`src/rtl/uvmt_cv32e40x_trap_entry_tracker.sv`:
```
// Follows each illegal-instruction exception from writeback through trap entry,
// handler execution and mret, reporting latency, a saturating count and error pulses.
module uvmt_cv32e40x_trap_entry_tracker #(
    parameter int unsigned TIMEOUT_CYCLES = 16,
    parameter int unsigned CNT_W          = 32
) (
    input  logic             clk_i,
    input  logic             rst_ni,
    input  logic             wb_valid_i,
    input  logic             illegal_insn_i,
    input  logic             wb_mret_i,
    input  logic [31:0]      wb_pc_i,
    input  logic [31:0]      mtvec_i,
    output logic [1:0]       state_o,
    output logic [31:0]      epc_o,
    output logic [CNT_W-1:0] illegal_cnt_o,
    output logic [7:0]       trap_latency_o,
    output logic             err_timeout_o,
    output logic             err_target_o,
    output logic             err_nested_o,
    output logic             err_o
);

    typedef enum logic [1:0] {
        StIdle     = 2'd0,
        StWaitTrap = 2'd1,
        StHandler  = 2'd2,
        StInvalid  = 2'd3
    } state_e;

    state_e             r_state, w_state;
    logic [31:0]        r_epc, w_epc;
    logic [CNT_W-1:0]   r_cnt, w_cnt;
    logic [7:0]         r_lat, w_lat;
    logic [7:0]         r_wait, w_wait;
    logic               r_err_to, w_err_to;
    logic               r_err_tg, w_err_tg;
    logic               r_err_ne, w_err_ne;
    logic               r_err, w_err;
    logic               w_exc;
    logic               w_at_base;
    logic               w_expire;
    logic [31:0]        w_base;

    assign w_exc     = wb_valid_i && illegal_insn_i;
    assign w_base    = mtvec_i & ~32'h3;
    assign w_at_base = (wb_pc_i == w_base);
    assign w_expire  = (({1'b0, r_wait} + 9'd1) == 9'(TIMEOUT_CYCLES));

    always_comb begin
        w_state  = r_state;
        w_epc    = r_epc;
        w_cnt    = r_cnt;
        w_lat    = r_lat;
        w_wait   = r_wait;
        w_err_to = 1'b0;
        w_err_tg = 1'b0;
        w_err_ne = 1'b0;

        if (w_exc) begin
            w_epc = wb_pc_i;
            if (r_cnt != {CNT_W{1'b1}}) begin
                w_cnt = r_cnt + CNT_W'(1);
            end
        end

        unique case (r_state)
            StIdle: begin
                if (w_exc) begin
                    w_state = StWaitTrap;
                    w_wait  = 8'd0;
                end
            end
            StWaitTrap: begin
                if (wb_valid_i) begin
                    if (w_at_base && !illegal_insn_i) begin
                        w_state = StHandler;
                        w_lat   = r_wait + 8'd1;
                    end else if (w_at_base) begin
                        // The handler's first instruction itself trapped: rearm.
                        w_err_ne = 1'b1;
                        w_wait   = 8'd0;
                    end else begin
                        w_err_tg = 1'b1;
                        w_state  = w_exc ? StWaitTrap : StIdle;
                        w_wait   = 8'd0;
                    end
                end else if (w_expire) begin
                    w_err_to = 1'b1;
                    w_state  = StIdle;
                end else begin
                    w_wait = r_wait + 8'd1;
                end
            end
            StHandler: begin
                if (w_exc) begin
                    w_err_ne = 1'b1;
                    w_state  = StWaitTrap;
                    w_wait   = 8'd0;
                end else if (wb_valid_i && wb_mret_i) begin
                    w_state = StIdle;
                end
            end
            default: w_state = StIdle;
        endcase

        w_err = r_err | w_err_to | w_err_tg | w_err_ne;
    end

    always_ff @(posedge clk_i or negedge rst_ni) begin
        if (!rst_ni) begin
            r_state  <= StIdle;
            r_epc    <= 32'd0;
            r_cnt    <= '0;
            r_lat    <= 8'd0;
            r_wait   <= 8'd0;
            r_err_to <= 1'b0;
            r_err_tg <= 1'b0;
            r_err_ne <= 1'b0;
            r_err    <= 1'b0;
        end else begin
            r_state  <= w_state;
            r_epc    <= w_epc;
            r_cnt    <= w_cnt;
            r_lat    <= w_lat;
            r_wait   <= w_wait;
            r_err_to <= w_err_to;
            r_err_tg <= w_err_tg;
            r_err_ne <= w_err_ne;
            r_err    <= w_err;
        end
    end

    assign state_o        = r_state;
    assign epc_o          = r_epc;
    assign illegal_cnt_o  = r_cnt;
    assign trap_latency_o = r_lat;
    assign err_timeout_o  = r_err_to;
    assign err_target_o   = r_err_tg;
    assign err_nested_o   = r_err_ne;
    assign err_o          = r_err;

endmodule

```
`config.mk`:
```
export PLATFORM = sky130hd
export DESIGN_NAME = uvmt_cv32e40x_trap_entry_tracker
export DESIGN_NICKNAME = d
export VERILOG_FILES = /design/src/rtl/uvmt_cv32e40x_trap_entry_tracker.sv
export SDC_FILE = /design/constraint.sdc
export NUM_CORES = 1
export LEC_CHECK = 0
export ABC_AREA = 1
export CORE_MARGIN = 4
export CORE_UTILIZATION = 40
export CTS_CLUSTER_SIZE = 28
export DETAILED_ROUTE_END_ITERATION = 8
export PLACE_DENSITY = 0.66
export SKIP_LAST_GASP = 1
export SLEW_MARGIN = 20
export SYNTH_ARGS = -nofsm -noshare
export SYNTH_HDL_FRONTEND = slang
export SYNTH_SLANG_ARGS = --single-unit
```
`constraint.sdc`:
```
create_clock -name clk_i -period 1.9 [get_ports clk_i]
set_input_delay 0.285 -clock clk_i [delete_from_list [all_inputs] [get_ports clk_i]]
set_output_delay 0.285 -clock clk_i [all_outputs]
set_load 0.01 [all_outputs]
```
==> results of run 1 <==
## per-stage QoR
step           hold slack [ns]  total power (W)
6_report                 0.483          0.00553
3_5_place_dp             0.366          0.00377
2_1_floorplan          -0.0106          0.00292
4_1_cts                  0.488          0.00557
3_3_place_gp             0.368          0.00376
5_1_grt                  0.492          0.00587
## worst paths after layout
kind                                    from           endpoint  slack (ns)  cells past startpoint
max                        illegal_cnt_o[20]  illegal_cnt_o[20]        0.15                      1
min                                epc_o[29]          epc_o[29]        0.48                      2
max reg2reg                 illegal_cnt_o[0]  illegal_cnt_o[14]        0.16                     10
min reg2reg                        epc_o[29]          epc_o[29]        0.48                      2
max in group asynchronous             rst_ni         state_o[0]        1.04                      3
min in group asynchronous             rst_ni   illegal_cnt_o[4]        0.52                      3
## power by group through the flow
| stage | Clock [W] | Combinational (W) | Sequential, W |
|---|---|---|---|
| after floorplan | 0 | 0.000638 | 0.00229 |
| after CTS | 0.00183 | 0.00157 | 0.00217 |
| final | 0.00177 | 0.00159 | 0.00217 |
| after global placement | 0 | 0.00156 | 0.00220 |
| after global routing | 0.00190 | 0.00177 | 0.00220 |
| after detailed placement | 0 | 0.00157 | 0.00220 |
## sequential cells by signal (all words and copies together) (netlist names)
name and flops:
err_timeout_o 1, illegal_cnt_o 32, epc_o 32, err_target_o 1, r_wait 8, trap_latency_o 8
err_nested_o 1, err_o 1, state_o 2
## cell type report
| type | instances | share of cell area [%] |
|---|---|---|
| clock inverters | 3 | 0.580 |
| clock buffers | 13 | 3.31 |
| repair buffers | 184 | 23.8 |
| inverters | 125 | 6.24 |
| flip-flops and latches | 86 | 28.5 |
| multi-input cells | 547 | 34.8 |
| well taps | 172 | 2.85 |
## Yosys cell counts (6+ instances only)
cell	count
sky130_fd_sc_hd__o21ai_1	11
sky130_fd_sc_hd__nor2_4	6
sky130_fd_sc_hd__clkbuf_1	8
sky130_fd_sc_hd__nand4_1	22
sky130_fd_sc_hd__xor2_1	20
sky130_fd_sc_hd__nand3_1	20
sky130_fd_sc_hd__nor2_1	75
sky130_fd_sc_hd__inv_1	121
sky130_fd_sc_hd__o21ai_0	40
sky130_fd_sc_hd__ha_1	6
sky130_fd_sc_hd__nor3_1	10
sky130_fd_sc_hd__nand2_2	8
sky130_fd_sc_hd__nand2_1	298
sky130_fd_sc_hd__dfrtp_1	86
## logic make-up (layout without fill, tap and decap cells)
kind of cell | after synthesis | after routing | synth area share [%]
simple gates | 462 | 462 | 37.9
buf+inv | 141 | 325 | 10.8
compound gates | 54 | 54 | 5.20
fa+ha+maj | 6 | 6 | 1.41
flops | 86 | 86 | 40.5
xor+xnor | 25 | 25 | 4.12
## what timing repair did
action                                 4_1_cts  5_1_grt
resized for setup                            0       10
buffers inserted                             0        2
endpoints found under the hold margin       27        0
setup endpoints to repair                    0       13
hold buffers                                 1        0
## layer usage
metal | GRT usage, % | vias to the layer above | share of wire [%]
li1 | - | 2731 | -
met1 | 23.8 | 2309 | 44
met2 | 29.3 | 158 | 45
met3 | 6.91 | 16 | 9.8
met4 | 7.75 | 0 | 1.8
met5 | 0 | - | 0
==> flow_metrics.env, run 1 <==
export IMPL_place_gp_congestion=0.898
export IMPL_netlist_cell_type_count=34
export IMPL_timing_setup_tns_ns=0
export IMPL_filler_cell_count=1256
export IMPL_p_sw_share_pct=30.3
export IMPL_final_setup_viol_count=0
export IMPL_wl_per_cell_um=12.3
export IMPL_vias_cell=4.61
export IMPL_global_route_overflow_total=0
export IMPL_worst_setup_hold_path_clk_slew_ns=0.06
export IMPL_synth_cells=774
export IMPL_synth_enable_flop_cells=0
export IMPL_worstPathBufferInverterCount=1
export IMPL_critical_path_slowest_cell="sky130_fd_sc_hd__clkdlybuf4s50_1"
export IMPL_power_report_internal_total_w=0.00386
export IMPL_core_rowCount=41
export IMPL_port_buffers=144
export IMPL_first_pass_grt_wire_length_um=22400
export IMPL_postLayoutSetupSlackWorst_ns=0.149
export IMPL_tritoncts="built"
export IMPL_syn_to_final_growth_pct=42.2
export IMPL_post_place_ws_ns=-0.128
export IMPL_initial_utilization_pct=41.4
export IMPL_clock_skew_final_ns=0.00438
export IMPL_post_layout_nonfiller_instances=1130
export IMPL_cts_sinks=86
export IMPL_max_cap_violations=0
export IMPL_critical_path_required_ns=1.62
export IMPL_gr_usage_all_layers_pct=18.9
export IMPL_numPlacedInstances=1111
export IMPL_mostFrequentLayoutCell="sky130_fd_sc_hd__nand2_1"
export IMPL_design_final_nets=1028
export IMPL_htreeDepth=3
export IMPL_vias_in_the_first_global_route=4757
export IMPL_detailed_place_area_um2=7190
export IMPL_finalInstanceArea_um2=7550
export IMPL_die_h_um=123
export IMPL_p_leak_nw=3.84
export IMPL_leading_cell_types_in_the_layout_fill_and_taps_excluded="295 x sky130_fd_sc_hd__nand2_1, 143 x sky130_fd_sc_hd__clkdlybuf4s50_1, 121 x sky130_fd_sc_hd__inv_1"
export IMPL_detail_route_wirelength_um=13900
export IMPL_netlist_top_cell_by_area="sky130_fd_sc_hd__dfrtp_1"
export IMPL_final_hold_viol_count=0
export IMPL_period_minus_slack_ns=1.75
export IMPL_clk_latency_worst_skew_pair_ns=0.35
export IMPL_ir_drop_mv=0.428
export IMPL_cp_slowest_stage_delay_ns=0.61
export IMPL_final_max_slew_violation_count=0
export IMPL_synth_top_area_share_pct=40.5
export IMPL_post_dp_hpwl_um=10800
export IMPL_timing_critical_path_cells="clkdlybuf4s50_1"
export IMPL_drtIter0Drc=284
export IMPL_diodes=0
export IMPL_synth_top_cells_by_area="sky130_fd_sc_hd__dfrtp_1 41%, sky130_fd_sc_hd__nand2_1 21%, sky130_fd_sc_hd__inv_1 8.5%"
export IMPL_yosysWarningCount=0
export IMPL_share_seq_of_total_power_pct=39.2
export IMPL_critical_path_startpoint_type="flop"
export IMPL_p_switching_w=0.00167
export IMPL_critical_path_arrival_ns=1.47
export IMPL_dr_pass1_iters=5
export IMPL_core_um2=12800
export IMPL_setup_repair_after_global_routing_missed_its_margin="false"
export IMPL_via_count=5214
export IMPL_critPathTopFamily="buffers and inverters"
export IMPL_multi_input_area_um2=2630
export IMPL_die_width_um=123
export IMPL_synth_seq_cells=86
export IMPL_power_per_cell_area_nw_per_um2=732
export IMPL_final_core_util_pct=58.9
export IMPL_hold_removal_path_class="flop to flop"
export IMPL_average_footprint_of_a_synthesized_cell_um2=6.86
export IMPL_timing_critical_path_fanout_max=8
export IMPL_clkPwrFrac_pct=32.1
export IMPL_drive_above_1_share_pct=9.71
export IMPL_synthesis_area_um2=5310
export IMPL_status="complete, no violations"
export IMPL_detail_route_drc_violations=0
export IMPL_highest_achievable_clock_rate_mhz=571
export IMPL_clk_root_buffer_cell="sky130_fd_sc_hd__clkbuf_16"
export IMPL_grt_start_max_net_pins=87
export IMPL_tightest_slew_ns=0.456
export IMPL_worst_slew_margin_rel_pct=69.6
export IMPL_postSynthNetCount=849
export IMPL_p_comb_share_pct=28.7
export IMPL_route_antenna_remaining_nets=0
export IMPL_timing_setup_critical_path_class="flop to primary output"
export IMPL_async_reset_ff_share_pct=100
export IMPL_seq_area_um2=2150
export IMPL_cts_path_max_buffers=2
export IMPL_setup_worst_path_end_class="primary output"
export IMPL_yosysSeqAreaShare_pct=40.5
export IMPL_cts_made_buffers=9
export IMPL_min_period_over_period_pct=92.2
export IMPL_synthFlopType="sky130_fd_sc_hd__dfrtp_1"
export IMPL_boundaryPins=147
export IMPL_grt_antenna_before_repair=0
export IMPL_die_area_um2=15200
Power figures use the tool's default switching activity.
==> run 2: changes to the inputs <==
Settings changed: CORE_MARGIN 4 to 8, GPL_TIMING_DRIVEN set to 1.
==> run 2 against run 1 <==
Compared with the run above:
- die area is 13% higher
- final area is 1.4% higher
- cell count is 1.6% higher
- setup slack worse by 0.0055 ns
- power is 2.0% higher
- flip-flop and latch count stayed put
- core utilization is 0.37 points lower
- routed wire length is 5.2% higher
- fmax is 0.31% lower
- first-iteration DRC count is 0.70% lower
- largest power group unchanged
==> flow_metrics.env, run 2 (synthesis gave the netlist of run 1 again) <==
export IMPL_post_place_ws_ns=-0.169
export IMPL_highest_achievable_clock_rate_mhz=569
export IMPL_via_count=5239
export IMPL_drtIter0Drc=282
export IMPL_syn_to_final_growth_pct=44.2
export IMPL_clk_latency_worst_skew_pair_ns=0.34
export IMPL_critical_path_required_ns=2.14
export IMPL_critical_path_startpoint_type="flop"
export IMPL_timing_critical_path_fanout_max=4
export IMPL_first_pass_grt_wire_length_um=24800
export IMPL_detailed_place_area_um2=7260
export IMPL_final_max_slew_violation_count=0
export IMPL_htreeDepth=3
export IMPL_p_leak_nw=3.90
export IMPL_diodes=0
export IMPL_tightest_slew_ns=0.475
export IMPL_route_antenna_remaining_nets=0
export IMPL_rrSetupSlack_ns=0.14
export IMPL_cts_sinks=86
export IMPL_die_area_um2=17200
export IMPL_grt_antenna_before_repair=0
export IMPL_global_route_overflow_total=0
export IMPL_core_um2=13100
export IMPL_power_total_w=0.00565
export IMPL_final_core_util_pct=58.5
export IMPL_clock_skew_final_ns=0.00577
export IMPL_postLayoutSetupSlackWorst_ns=0.143
export IMPL_initial_utilization_pct=40.6
export IMPL_vias_in_the_first_global_route=5284
export IMPL_grt_start_max_net_pins=87
export IMPL_status="complete, no violations"
export IMPL_tritoncts="built"
export IMPL_gr_usage_all_layers_pct=17.4
export IMPL_final_setup_viol_count=0
export IMPL_dr_pass1_iters=6
export IMPL_design_final_nets=1042
export IMPL_finalInstanceArea_um2=7660
export IMPL_hold_removal_path_class="flop to flop"
export IMPL_setup_worst_path_end_class="flop"
export IMPL_vias_cell=4.56
export IMPL_max_cap_violations=0
export IMPL_wl_per_cell_um=12.7
export IMPL_timing_setup_critical_path_class="flop to flop"
export IMPL_clk_root_buffer_cell="sky130_fd_sc_hd__clkbuf_16"
export IMPL_min_period_over_period_pct=92.5
export IMPL_hold_worst_slack_ns=0.481
export IMPL_die_h_um=131
export IMPL_period_minus_slack_ns=1.76
export IMPL_port_buffers=144
export IMPL_boundaryPins=147
export IMPL_power_per_cell_area_nw_per_um2=737
export IMPL_cts_made_buffers=9
export IMPL_die_width_um=131
export IMPL_leading_cell_types_in_the_layout_fill_and_taps_excluded="296 x sky130_fd_sc_hd__nand2_1, 143 x sky130_fd_sc_hd__clkdlybuf4s50_1, 121 x sky130_fd_sc_hd__inv_1"
export IMPL_detail_route_drc_violations=0
export IMPL_core_rowCount=42
export IMPL_place_gp_congestion=0.863
export IMPL_critical_path_arrival_ns=1.99
export IMPL_final_hold_viol_count=0
export IMPL_cts_path_max_buffers=2
export IMPL_worst_setup_hold_path_clk_slew_ns=0.07
export IMPL_drive_above_1_share_pct=11.2
export IMPL_worst_slew_margin_rel_pct=68.3
export IMPL_mostFrequentLayoutCell="sky130_fd_sc_hd__nand2_1"
export IMPL_setup_repair_after_global_routing_missed_its_margin="false"
export IMPL_ir_drop_mv=0.402
export IMPL_post_dp_hpwl_um=11400
export IMPL_detail_route_wirelength_um=14600
run 2: cell count changes in the layout (fill, tap and decap cells not counted), sizes merged:
cell	previous run	this run
clkbuf	13	12
clkinvlp	0	1
buf	40	54
run 2: final timing paths:
path,from,to,depth (start not counted)
min,epc_o[17],epc_o[17],2
max reg2reg,illegal_cnt_o[16],illegal_cnt_o[24],7
max,illegal_cnt_o[16],illegal_cnt_o[24],7
max in group asynchronous,rst_ni,epc_o[17],3
min in group asynchronous,rst_ni,illegal_cnt_o[3],3
min reg2reg,epc_o[17],epc_o[17],2
run 2: final cells by class:
| type | count | area [um2] |
|---|---|---|
| Sequential cell | 86 | 2150 |
| Tap cell | 176 | 220 |
| Clock inverter | 4 | 55.1 |
| Fill cell | 1229 | 5430 |
| Inverter | 125 | 472 |
| Multi-Input combinational cell | 547 | 2630 |
| Clock buffer | 12 | 256 |
| Timing Repair Buffer | 198 | 1880 |
run 2: worst max-delay path, stage by stage, from the launching register on:
cell,delay (ns)
sky130_fd_sc_hd__dfrtp_1,0.43
sky130_fd_sc_hd__inv_1,0.11
sky130_fd_sc_hd__nor3_1,0.36
sky130_fd_sc_hd__inv_1,0.12
sky130_fd_sc_hd__nor4_1,0.42
sky130_fd_sc_hd__nand2_1,0.10
sky130_fd_sc_hd__nand2_1,0.07
sky130_fd_sc_hd__nand2_1,0.04
run 2: per-layer routing:
layer	global-route usage, %	part of all wire [%]	vias up
met1	20.5	44	2308
met3	7.70	10	22
met4	7.49	2.2	0
li1	-	-	2759
met5	0	0	-
met2	27.0	44	150
run 2: stage by stage:
stage	TNS [ns]	instances
after global placement	-2.56	1127
after CTS	0	1144
after detailed placement	-2.89	1127
after global routing	0	1148
final	0	1148
after floorplan	0	774
run 2: repair_timing:
item,in CTS,in global routing
resized for setup,0,12
hold buffers,1,0
hold endpoints to repair,4,0
buffers inserted,0,4
setup endpoints to repair,0,19
run 2: report_power, final:
| group | leakage [nW] | total (W) | switching, W | internal (W) |
|---|---|---|---|---|
| clock network | 0.149 | 0.00184 | 0.000748 | 0.00110 |
| logic | 2.62 | 0.00163 | 0.000828 | 0.000805 |
| registers | 1.13 | 0.00217 | 0.000151 | 0.00202 |
